<file path="config.mk">
export PLATFORM = sky130hd
export DESIGN_NAME = mips32_mem_arbiter
export DESIGN_NICKNAME = d
export VERILOG_FILES = /design/src/rtl/mips32_mem_pkg.sv /design/src/rtl/mips32_mem_arb_pick.sv /design/src/rtl/mips32_mem_arbiter.sv
export SDC_FILE = /design/constraint.sdc
export NUM_CORES = 1
export LEC_CHECK = 0
export CAP_MARGIN = 10
export CORE_MARGIN = 5
export CORE_UTILIZATION = 30
export CTS_CLUSTER_DIAMETER = 60
export CTS_CLUSTER_SIZE = 24
export DETAILED_ROUTE_END_ITERATION = 10
export PLACE_DENSITY_LB_ADDON = 0.2
export SYNTH_ARGS = -nofsm -noshare
export SYNTH_HDL_FRONTEND = slang
export SYNTH_HIERARCHICAL = 1
export SYNTH_SLANG_ARGS = --single-unit
</file>
<file path="constraint.sdc">
create_clock -name clk -period 2 [get_ports clk]
set_input_delay 0.4 -clock clk [delete_from_list [all_inputs] [get_ports clk]]
set_output_delay 0.4 -clock clk [all_outputs]
set_load 0.01 [all_outputs]
</file>
<file path="src/rtl/mips32_mem_pkg.sv">
// Shared definitions for the MIPS32 unified-memory arbiter: requester indices,
// arbiter states and default memory geometry.
package mips32_mem_pkg;

    localparam int unsigned MEM_AW = 10;
    localparam int unsigned MEM_DW = 32;

    localparam int unsigned REQ_LD = 0;
    localparam int unsigned REQ_DM = 1;
    localparam int unsigned REQ_IF = 2;

    typedef enum logic {ARB, LOCK} arb_state_e;

    // Requester index of a one-hot-or-zero grant vector (zero maps to LD, never used then).
    function automatic logic [1:0] gnt_owner(input logic [2:0] g);
        if (g[REQ_IF]) begin
            return 2'd2;
        end else if (g[REQ_DM]) begin
            return 2'd1;
        end
        return 2'd0;
    endfunction

endpackage

</file>
<file path="src/rtl/mips32_mem_arb_pick.sv">
// Combinational grant selection for the three memory requesters, plus the
// "this grant starts a loader burst" indication.
module mips32_mem_arb_pick
    import mips32_mem_pkg::*;
(
    input  logic [2:0] req_i,
    input  logic       locked_i,
    input  logic       starve_i,
    input  logic       ld_lock_i,
    output logic [2:0] gnt_o,
    output logic       lock_take_o
);

    always_comb begin
        gnt_o = '0;
        if (locked_i) begin
            // Burst in progress: only the loader may touch memory.
            gnt_o[REQ_LD] = req_i[REQ_LD];
        end else if (req_i[REQ_LD]) begin
            gnt_o[REQ_LD] = 1'b1;
        end else if (req_i[REQ_DM] && !(req_i[REQ_IF] && starve_i)) begin
            gnt_o[REQ_DM] = 1'b1;
        end else if (req_i[REQ_IF]) begin
            gnt_o[REQ_IF] = 1'b1;
        end
    end

    assign lock_take_o = !locked_i && gnt_o[REQ_LD] && ld_lock_i;

endmodule

</file>
<file path="src/rtl/mips32_mem_arbiter.sv">
// Arbiter sharing the unified 1024x32 memory between loader, data port and
// fetch port: one grant per cycle, registered command, tagged read return.
module mips32_mem_arbiter
    import mips32_mem_pkg::*;
#(
    parameter int unsigned AW         = MEM_AW,
    parameter int unsigned DW         = MEM_DW,
    parameter int unsigned STARVE_MAX = 4
) (
    input  logic            clk,
    input  logic            rst_n,
    input  logic [2:0]      req,
    input  logic [2:0]      we,
    input  logic [3*AW-1:0] addr,
    input  logic [3*DW-1:0] wdata,
    input  logic            ld_lock,
    output logic [2:0]      gnt,
    output logic [2:0]      rvalid,
    output logic [DW-1:0]   rdata,
    output logic            mem_en,
    output logic            mem_we,
    output logic [AW-1:0]   mem_addr,
    output logic [DW-1:0]   mem_wdata,
    input  logic [DW-1:0]   mem_rdata,
    output logic            locked
);

    localparam logic [3:0] StarveMax = 4'(STARVE_MAX);

    arb_state_e state_q, state_d;
    logic [3:0] starve_q, starve_d;

    logic [2:0]    pick_gnt;
    logic          lock_take;
    logic          any_gnt;
    logic [1:0]    sel;
    logic          sel_we;
    logic [AW-1:0] sel_addr;
    logic [DW-1:0] sel_wdata;

    logic          cmd_en_q, cmd_we_q;
    logic [AW-1:0] cmd_addr_q;
    logic [DW-1:0] cmd_wdata_q;
    logic [1:0]    cmd_owner_q;
    logic          ret_vld_q;
    logic [1:0]    ret_owner_q;

    mips32_mem_arb_pick u_pick (
        .req_i       (req),
        .locked_i    (state_q == LOCK),
        .starve_i    (starve_q == StarveMax),
        .ld_lock_i   (ld_lock),
        .gnt_o       (pick_gnt),
        .lock_take_o (lock_take)
    );

    // Grants are forced off while reset is asserted, even with requests pending.
    assign gnt     = pick_gnt & {3{rst_n}};
    assign any_gnt = |pick_gnt;

    // FSM: state register
    always_ff @(posedge clk or negedge rst_n) begin
        if (!rst_n) begin
            state_q <= ARB;
        end else begin
            state_q <= state_d;
        end
    end

    // FSM: next state
    always_comb begin
        state_d = state_q;
        unique case (state_q)
            ARB:  if (lock_take) state_d = LOCK;
            LOCK: if (!ld_lock)  state_d = ARB;
        endcase
    end

    // FSM: outputs
    always_comb begin
        locked = (state_q == LOCK);
    end

    // Fetch starvation counter; only meaningful (and only moving) while arbitrating.
    always_comb begin
        starve_d = starve_q;
        if (state_q == ARB) begin
            if (!req[REQ_IF] || pick_gnt[REQ_IF]) begin
                starve_d = '0;
            end else if (pick_gnt[REQ_DM] && starve_q < StarveMax) begin
                starve_d = starve_q + 4'd1;
            end
        end
    end

    always_ff @(posedge clk or negedge rst_n) begin
        if (!rst_n) begin
            starve_q <= '0;
        end else begin
            starve_q <= starve_d;
        end
    end

    always_comb begin
        sel       = gnt_owner(pick_gnt);
        sel_we    = we[sel];
        sel_addr  = addr[sel*AW +: AW];
        sel_wdata = wdata[sel*DW +: DW];
    end

    // Command stage (T+1) and read-return tag stage (T+2).
    always_ff @(posedge clk or negedge rst_n) begin
        if (!rst_n) begin
            cmd_en_q    <= 1'b0;
            cmd_we_q    <= 1'b0;
            cmd_addr_q  <= '0;
            cmd_wdata_q <= '0;
            cmd_owner_q <= '0;
            ret_vld_q   <= 1'b0;
            ret_owner_q <= '0;
        end else begin
            cmd_en_q <= any_gnt;
            cmd_we_q <= any_gnt & sel_we;
            if (any_gnt) begin
                cmd_addr_q  <= sel_addr;
                cmd_wdata_q <= sel_wdata;
                cmd_owner_q <= sel;
            end
            ret_vld_q   <= cmd_en_q & ~cmd_we_q;
            ret_owner_q <= cmd_owner_q;
        end
    end

    assign mem_en    = cmd_en_q;
    assign mem_we    = cmd_we_q;
    assign mem_addr  = cmd_addr_q;
    assign mem_wdata = cmd_wdata_q;

    always_comb begin
        rvalid = '0;
        if (ret_vld_q) begin
            rvalid[ret_owner_q] = 1'b1;
        end
        rdata = ret_vld_q ? mem_rdata : '0;
    end

endmodule

</file>
==> results of run 1 <==
-- critical path: cells and delay by family, from the launching register on --
family / cells / cell delay [ns]
AOI/OAI and AO/OA: 2 / 0.17
adders and majority gates: 1 / 0.17
buffers and inverters: 2 / 0.26
DFF: 1 / 0.36
and+or+nand+nor: 4 / 1.00
-- area by class of cell --
| class | count | area (um2) | area share, % |
|---|---|---|---|
| Clock buffer | 7 | 86.33 | 1.328 |
| Timing Repair Buffer | 294 | 3044 | 46.82 |
| Clock inverter | 1 | 5.005 | 0.07697 |
| Tap cell | 136 | 170.2 | 2.617 |
| Inverter | 5 | 26.28 | 0.4041 |
| Multi-Input combinational cell | 232 | 1818 | 27.96 |
| Sequential cell | 54 | 1353 | 20.80 |
-- report_power, final --
group	internal, W	switching [W]
Sequential	0.00125	0.000114
Clock	0.000281	0.000361
Combinational	0.00100	0.000648
Total	0.00253	0.00112
-- cell usage in the layout (no fill, tap or decap), types with 3 or more instances in the layout --
cell type	netlist	layout
inv_1	3	3
a21oi_1	45	32
o21ai_2	1	3
o22ai_1	11	7
a21oi_2	0	12
and2_1	36	35
clkdlybuf4s50_1	0	212
nand2_1	6	5
dfrtp_1	54	53
o22ai_2	38	38
clkbuf_8	0	6
dlygate4sd2_1	0	12
dlymetal6s2s_1	0	21
clkbuf_16	0	4
o2bb2ai_1	35	34
o22ai_4	0	4
buf_12	0	7
buf_6	1	5
buf_4	2	28
nor2_1	38	38
-- synthesized netlist by cell type --
cell        n  area (um2)
mux2i_1     1       10.01
a31oi_1     1       6.260
ha_1        2       25.02
o21ai_2     1       8.760
buf_8       4       60.06
nor2_1     38       142.6
nor4b_4     1       23.77
buf_6       1       11.26
buf_4       2       15.01
a21oi_1    45       225.2
inv_1       3       11.26
nor3b_1     1       7.510
and2_1     36       225.2
nor2b_1     2       12.51
mux2_2      1       11.26
o2bb2ai_1  35       306.5
clkbuf_1   11       41.29
xnor2_1     1       8.760
o21ai_0     3       15.01
or3_1       1       6.260
o22ai_1    11       68.82
nand2_1     6       22.52
buf_1       1       3.750
clkinv_1    2       7.510
and3b_1     3       26.28
and3_1      2       12.51
buf_2      11       55.05
o22ai_2    38       475.5
nand2b_1    3       18.77
dfrtp_1    54        1351
-- worst paths after layout --
kind                           startpoint  slack (ns)              to  cells past startpoint
max in group asynchronous           rst_n        1.55    mem_wdata[7]                      2
setup reg to reg              starve_q[1]       -0.08   mem_wdata[17]                      9
setup / recovery              starve_q[1]       -0.08   mem_wdata[17]                      9
hold / removal                      rst_n        0.11    mem_wdata[1]                      2
hold reg to reg            cmd_owner_q[1]        0.38  ret_owner_q[1]                      0
min in group clk           cmd_owner_q[1]        0.38  ret_owner_q[1]                      0
-- per-stage QoR --
stage,util [%],setup TNS (ns),hold WS [ns]
after floorplan,-,0,0.1044
after global placement,57.72,-9.195,0.3643
after detailed placement,57.72,-10.17,0.3669
after CTS,59.40,-0.06355,0.1018
after global routing,62.71,-5.373,0.1192
final,62.71,-1.854,0.1060
-- logic make-up (layout without fill, tap and decap cells) --
logic type / count (synthesis) / count (layout) / synth area share [%]
AO/OA/AOI/OAI: 134 / 134 / 34.40
AND/OR/NAND/NOR: 93 / 93 / 15.49
flip-flops: 54 / 54 / 42.02
buffers and inverters: 35 / 307 / 6.381
adder cells (fa/ha/maj): 2 / 2 / 0.7781
multiplexers: 2 / 2 / 0.6615
XOR/XNOR: 1 / 1 / 0.2724
-- sequential cells by signal (all words and copies together), names as in the netlist --
name,flops
mem_addr,10
ret_owner_q,2
mem_wdata,32
ret_vld_q,1
mem_we,1
mem_en,1
locked,1
starve_q,4
cmd_owner_q,2
-- layer usage --
| layer | GRT usage, % | routed length, um | up-vias | share of wire, % |
|---|---|---|---|---|
| li1 | - | - | 1717 | - |
| met3 | 4.881 | 1058 | 10 | 7.5 |
| met2 | 37.81 | 7657 | 155 | 54 |
| met1 | 21.69 | 5281 | 1741 | 37 |
| met4 | 5.048 | 171 | 0 | 1.2 |
| met5 | 0 | 0 | - | 0 |
-- repair_timing --
| item | CTS | global route |
|---|---|---|
| endpoints found under the setup margin | 79 | 70 |
| resized for setup | 35 | 54 |
| setup buffers | 3 | 5 |
| cloned | 1 | 5 |
| pin swaps | 1 | 2 |
==> results.json, run 1 <==
{
  "finalHoldViolations": 0,
  "setup_viol": 44,
  "hold_class": "primary input to asynchronous set/reset pin",
  "htreeDepth": 2,
  "grt_pass1_wl_um": 20290,
  "worstPathArrival_ns": 2.28,
  "fin_cells": 729,
  "die_area_um2": 12890,
  "power.density_nw_per_um2": 562.5,
  "drive_gt1_share_pct": 21.59,
  "worstPathRequired_ns": 2.20,
  "fin_crit_ns": 2.082,
  "rsz0062_at_grt": "yes",
  "postLayoutCellArea_um2": 6502,
  "rows": 37,
  "pre_cts_ws_ns": -0.2916,
  "nFillCells": 866,
  "drt_iter0_markers": 149,
  "post_drt_via_cell_ratio": 4.970,
  "dp_cells": 707,
  "maxCapViolCount": 0,
  "peakVddDrop_v": 0.0002911,
  "p_leak_nw": 2.847,
  "worstPathMaxFanout": 9,
  "startpoint_type": "flop",
  "clockBufferDepth": 2,
  "nets": 761,
  "wl_per_cell_um": 19.43,
  "ys_types": 30,
  "setup_ws_ns": -0.08198,
  "status": "finished with violations",
  "antenna_found_initial": 0,
  "die_h_um": 113.5,
  "antenna_left": 0,
  "grt_pass1_vias": 3752,
  "grt_max_degree": 28,
  "cts_tree": "yes",
  "finalClockSkew_ns": 0.01111,
  "tightestPinTransition_ns": 0.3230,
  "synth_area_um2": 3216,
  "area_growth_syn_to_layout_pct": 102.2,
  "syn_inst": 321,
  "wl_um": 14170,
  "place_hpwl_um": 10510,
  "drc": 0,
  "endpoint_kind": "flop",
  "ctsRootBufferMaster": "clkbuf_8",
  "dieWidth_um": 113.5,
  "via_count": 3623,
  "cp_cell_sequence": "inv_1 > ha_2 > and3b_2 > nand2b_4 > and3_4 > or3_4 > clkbuf_16 > o22ai_2 > a21oi_1",
  "gp_congestion": 0.8599,
  "clock_sinks": 54,
  "hold_buffers": 0,
  "io_buffer_count": 249,
  "synth_warnings": 6,
  "fin_crit_sh_pct": 104.1,
  "ys_ff_latch": 54,
  "fmax_mhz": 480.3,
  "grt_overflow": 0,
  "insertion_delay_ns": 0.31,
  "cp_slowest_cell": "or3_4",
  "cts_buffers": 5,
  "ioPinCount": 250,
  "cpPeakStageDelay_ns": 0.48,
  "synth_nets": 490,
  "diodes": 0,
  "postPlaceCellArea_um2": 5986,
  "violations": "negative setup slack",
  "drtPass1Iterations": 4,
  "synth-seq-area-share_pct": 42.02,
  "start_util_pct": 31.01,
  "path_clk_slew_ns": 0.10,
  "coreArea_um2": 10370,
  "syn_avg_cell_area_um2": 10.02,
  "track_usage_pct": 19.80,
  "maxSlewViolCount": 0,
  "worstSetupPathType": "flop to flop",
  "slew_headroom_pct": 78.47,
  "p_total_w": 0.003658
}
Note: power is estimated with default switching activity, not from simulation.
==> run 2, diff against run 1 <==
clock period = 2.1 ns   (was 2 ns; I/O delays follow)
==> run 2 against run 1 <==
The flow now finishes without violations. First-iteration DRC count is 7.4% lower. Global-route usage is 0.80 points lower. Clock-buffer cell count stayed put. Wire length is 7.1% lower. Setup slack better by 0.10 ns.
==> results.json, run 2 (synthesis results as in run 1) <==
{
  "worstPathRequired_ns": 2.28,
  "final_common_cell": "clkdlybuf4s50_1",
  "setup_viol": 0,
  "maxCapViolCount": 0,
  "critical_path.endpoint": "mem_wdata[13]",
  "startpoint_type": "flop",
  "maxSlewViolCount": 0,
  "area_growth_syn_to_layout_pct": 96.73,
  "endpoint_kind": "flop",
  "nets": 745,
  "insertion_delay_ns": 0.30,
  "post_drt_via_cell_ratio": 4.896,
  "tightestPinTransition_ns": 0.3808,
  "tns_ns": 0,
  "io_buffer_count": 249,
  "cp_cell_sequence": "inv_1 > ha_2 > and3b_2 > nand2b_4 > and3_4 > or3_4 > clkbuf_16 > o22ai_2 > a21oi_1",
  "antenna_left": 0,
  "grt_overflow": 0,
  "p_leak_nw": 2.396,
  "fin_util_pct": 61.00,
  "diodes": 0,
  "worstSetupPathType": "flop to flop",
  "power.density_nw_per_um2": 546.8,
  "cp_slowest_cell": "or3_4",
  "rows": 37,
  "place_hpwl_um": 9954,
  "grt_pass1_wl_um": 19620,
  "die_h_um": 113.5,
  "drc": 0,
  "die_area_um2": 12890,
  "hold_class": "primary input to asynchronous set/reset pin",
  "ioPinCount": 250,
  "cts_tree": "yes",
  "finalClockSkew_ns": 0.006188,
  "drt_iter0_markers": 138,
  "drive_gt1_share_pct": 18.89,
  "p_total_w": 0.003459,
  "grt_pass1_vias": 3660,
  "ctsRootBufferMaster": "clkbuf_8",
  "fmax_mhz": 481.3,
  "ff2ff_path_depth": 9,
  "fin_crit_ns": 2.078,
  "cpPeakStageDelay_ns": 0.49,
  "rsz0062_at_grt": "yes",
  "pre_cts_ws_ns": -0.1893,
  "grt_max_degree": 60,
  "slew_headroom_pct": 74.61,
  "coreArea_um2": 10370,
  "dieWidth_um": 113.5,
  "path_clk_slew_ns": 0.09,
  "worstPathMaxFanout": 6,
  "gp_congestion": 0.8181,
  "r2r_start": "starve_q[1]",
  "finalHoldViolations": 0,
  "peakVddDrop_v": 0.0002890,
  "clock_sinks": 54,
  "clockBufferDepth": 2,
  "cts_buffers": 5,
  "worstPathArrival_ns": 2.25,
  "fin_crit_sh_pct": 98.93,
  "largest_register_ffs": 32,
  "final_cell_mix": "clkdlybuf4s50_1 (245), dfrtp_1 (53), nor2_1 (38), o2bb2ai_1 (35), and2_1 (34)",
  "status": "finished, final reports clean",
  "rrSetupSlack_ns": 0.02,
  "track_usage_pct": 19.00,
  "worstReg2RegEnd": "mem_wdata[13]",
  "wl_um": 13160,
  "dp_cells": 699,
  "setup_ws_ns": 0.02239,
  "htreeDepth": 2,
  "cp-startpoint": "starve_q[1]",
  "antenna_found_initial": 0,
  "start_util_pct": 31.01,
  "fin_cells": 713,
  "drtPass1Iterations": 6,
  "wl_per_cell_um": 18.45,
  "via_count": 3491
}
-- run 2: critical path, delay by kind of cell (launching register included) --
| kind | cells | cell delay, ns |
|---|---|---|
| AO/OA/AOI/OAI | 2 | 0.15 |
| adder cells (fa/ha/maj) | 1 | 0.17 |
| buffers and inverters | 2 | 0.26 |
| flip-flops | 1 | 0.35 |
| AND/OR/NAND/NOR | 4 | 1.02 |
-- run 2: metrics by stage --
step                hold WS (ns)  instance area, um2
global route              0.2402                6326
CTS                     -0.07224                6058
detailed placement        0.2688                5921
finish                    0.2011                6326
global placement          0.2731                5921
floorplan                 0.1244                3216
-- run 2: worst min-delay path by stage --
stage | endpoint | cells past startpoint
floorplan | cmd_owner_q[0] | 0
global placement | mem_addr[3] | 1
detailed placement | mem_addr[3] | 1
CTS | mem_addr[3] | 1
global route | mem_wdata[29] | 2
finish | mem_wdata[20] | 2
-- run 2: timing repair --
item	in CTS	in global routing
gates resized for setup	14	42
gates cloned	1	2
setup buffers	1	1
pin swaps	1	2
endpoints found under the hold margin	3	3
endpoints found under the setup margin	69	28
-- run 2: power by group --
group | switching (W) | internal (W)
sequential | 0.000116 | 0.00119
clock | 0.000334 | 0.000267
combinational | 0.000598 | 0.000953
total | 0.00105 | 0.00241
-- run 2: cell type report --
cell class | instances | area (um2)
fillers | 883 | 4044
clock inverters | 1 | 5.005
repair buffers | 278 | 2863
inverters | 5 | 20.02
multi-input cells | 232 | 1829
well taps | 136 | 170.2
clock buffers | 7 | 86.33
flip-flops and latches | 54 | 1353
-- run 2: layer usage --
| layer | vias to the layer above | GRT usage (%) | share of wire, % |
|---|---|---|---|
| met5 | - | 0 | 0 |
| met4 | 0 | 3.686 | 0.72 |
| met3 | 6 | 5.093 | 8.6 |
| met2 | 151 | 35.45 | 52 |
| met1 | 1649 | 21.73 | 39 |
| li1 | 1685 | - | - |
==> run 3, diff against run 2 <==
GPL_TIMING_DRIVEN = 0   (was default)
==> run 3 against run 2 <==
The flow now finishes with violations (negative setup slack). Utilization is 2.1 points higher. Highest routed layer unchanged. Largest cell class unchanged. Sequential cell count unchanged. Die area is the same. Clock power shrank 4.8%. Sequential share of layout area decreased by 0.70 points.
==> results.json, run 3 (synthesis results as in run 1) <==
{
  "status": "finished with violations",
  "violations": "negative setup slack",
  "setup_viol": 18,
  "insertion_delay_ns": 0.31,
  "grt_max_degree": 33,
  "startpoint_type": "flop",
  "ff2ff_path_depth": 10,
  "area_growth_syn_to_layout_pct": 103.4,
  "drc": 0,
  "power.density_nw_per_um2": 538.5,
  "die_h_um": 113.5,
  "place_hpwl_um": 10850,
  "cts_tree": "yes",
  "final_common_cell": "clkdlybuf4s50_1",
  "worstPathArrival_ns": 1.78,
  "hold_buffers": 0,
  "clock_sinks": 54,
  "worstPathRequired_ns": 1.68,
  "internal_power_w": 0.002419,
  "gp_congestion": 0.7885,
  "fin_crit_ns": 2.198,
  "fin_hold_ws_ns": 0.1210,
  "setup_ws_ns": -0.09775,
  "ioPinCount": 250,
  "rsz0062_at_grt": "yes",
  "slew_headroom_pct": 58.14,
  "finalHoldViolations": 0,
  "p_sw_w": 0.001103,
  "wl_per_cell_um": 19.25,
  "hold_class": "primary input to asynchronous set/reset pin",
  "power_frac_seq_pct": 37.7,
  "drtPass1Iterations": 4,
  "grt_pass1_wl_um": 20540,
  "tns_ns": -0.3222,
  "drive_gt1_share_pct": 21.49,
  "grt_pass1_vias": 3763,
  "io_buffer_count": 249,
  "diodes": 0,
  "final_cell_mix": "clkdlybuf4s50_1 (243), dfrtp_1 (53), nor2_1 (38), o2bb2ai_1 (35), and2_1 (34)",
  "post_drt_via_cell_ratio": 5.000,
  "nFillCells": 905,
  "maxSlewViolCount": 0,
  "fmax_mhz": 455.0,
  "fin_util_pct": 63.07,
  "worstSetupPathType": "flop to output port",
  "fin_crit_sh_pct": 104.7,
  "maxCapViolCount": 0,
  "endpoint_kind": "output port",
  "path_clk_slew_ns": 0.09,
  "via_count": 3635,
  "clockPowerShare_pct": 16.2,
  "ctsRootBufferMaster": "clkbuf_8",
  "combPwrFrac_pct": 46.1,
  "start_util_pct": 31.01,
  "p_sw_share_pct": 31.32,
  "peakVddDrop_v": 0.0002770,
  "p_leak_nw": 2.471,
  "die_area_um2": 12890,
  "dieWidth_um": 113.5,
  "tightestPinTransition_ns": 0.6279,
  "drt_iter0_markers": 148,
  "nets": 760,
  "rows": 37,
  "grt_overflow": 0,
  "htreeDepth": 2,
  "coreArea_um2": 10370,
  "cts_buffers": 5,
  "track_usage_pct": 20.00,
  "antenna_left": 0,
  "clockBufferDepth": 2,
  "finalClockSkew_ns": 0.01238,
  "largest_register_ffs": 32,
  "wl_um": 14000,
  "worstPathMaxFanout": 3,
  "antenna_found_initial": 0
}
run 3: cell count changes in the layout (fill, tap and decap cells not counted), sizes merged:
cell,previous run,this run
clkinvlp,0,1
dlymetal6s2s,0,1
clkdlybuf4s15,0,1
clkdlybuf4s50,245,243
dlygate4sd2,0,1
clkbuf,9,22
dlygate4sd3,1,0
run 3: per-stage QoR:
step           std cells  cell area (um2)  total power (W)  setup WS (ns)
5_1_grt              727             6540         0.003707        -0.2109
2_1_floorplan        321             3216         0.001862        0.08096
6_report             727             6540         0.003522       -0.09775
3_3_place_gp         706             5878         0.002716         -1.992
4_1_cts              721             6085         0.003368        -0.1079
3_5_place_dp         707             5893         0.002743        -0.8575
run 3: layout make-up:
type                            count  area [um2]  area share [%]
Clock inverter                      2       10.01          0.1531
Clock buffer                        5       68.82           1.052
Sequential cell                    54        1353           20.68
Multi-Input combinational cell    232        1927           29.46
Tap cell                          136       170.2           2.602
Buffer                             30       286.5           4.381
Timing Repair Buffer              263        2701           41.30
Inverter                            5       23.77          0.3635
run 3: metal layers:
metal	wire length (um)	global-route usage, %	vias up	part of all wire [%]
met5	0	0	-	0
met4	246	4.487	0	1.8
met3	1179	5.358	20	8.4
met2	7331	37.46	181	52
met1	5238	22.51	1718	37
li1	-	-	1716	-
run 3: path summary, 6_finish.rpt:
check | start | slack (ns) | to
max in group asynchronous | rst_n | 1.37 | ret_vld_q
min reg2reg | cmd_owner_q[0] | 0.39 | ret_owner_q[0]
min | rst_n | 0.12 | mem_addr[7]
min in group clk | cmd_owner_q[0] | 0.39 | ret_owner_q[0]
max reg2reg | starve_q[1] | -0.03 | mem_wdata[13]
max | starve_q[1] | -0.1 | gnt[1]
run 3: power groups by stage:
stage                     Clock, W  Sequential (W)  Combinational [W]
final                     0.000572         0.00133            0.00162
after global routing      0.000632         0.00135            0.00173
after CTS                 0.000600         0.00130            0.00147
after detailed placement         0         0.00132            0.00142
after global placement           0         0.00132            0.00140
after floorplan                  0         0.00138           0.000484
run 3: critical path, cell delays in order, from the launching register on:
cell and delay [ns]:
dfrtp_1 0.39, inv_1 0.06, ha_2 0.16, and3b_1 0.16
nand2_1 0.06, and3_4 0.17, buf_8 0.12, buf_8 0.11
and2_4 0.13, buf_6 0.11
run 3: repair_timing:
action                                  4_1_cts  5_1_grt
resized for setup                            39       71
buffers inserted                              7        1
cloned                                        0        5
pin swaps                                     1        2
endpoints found under the setup margin       77       75
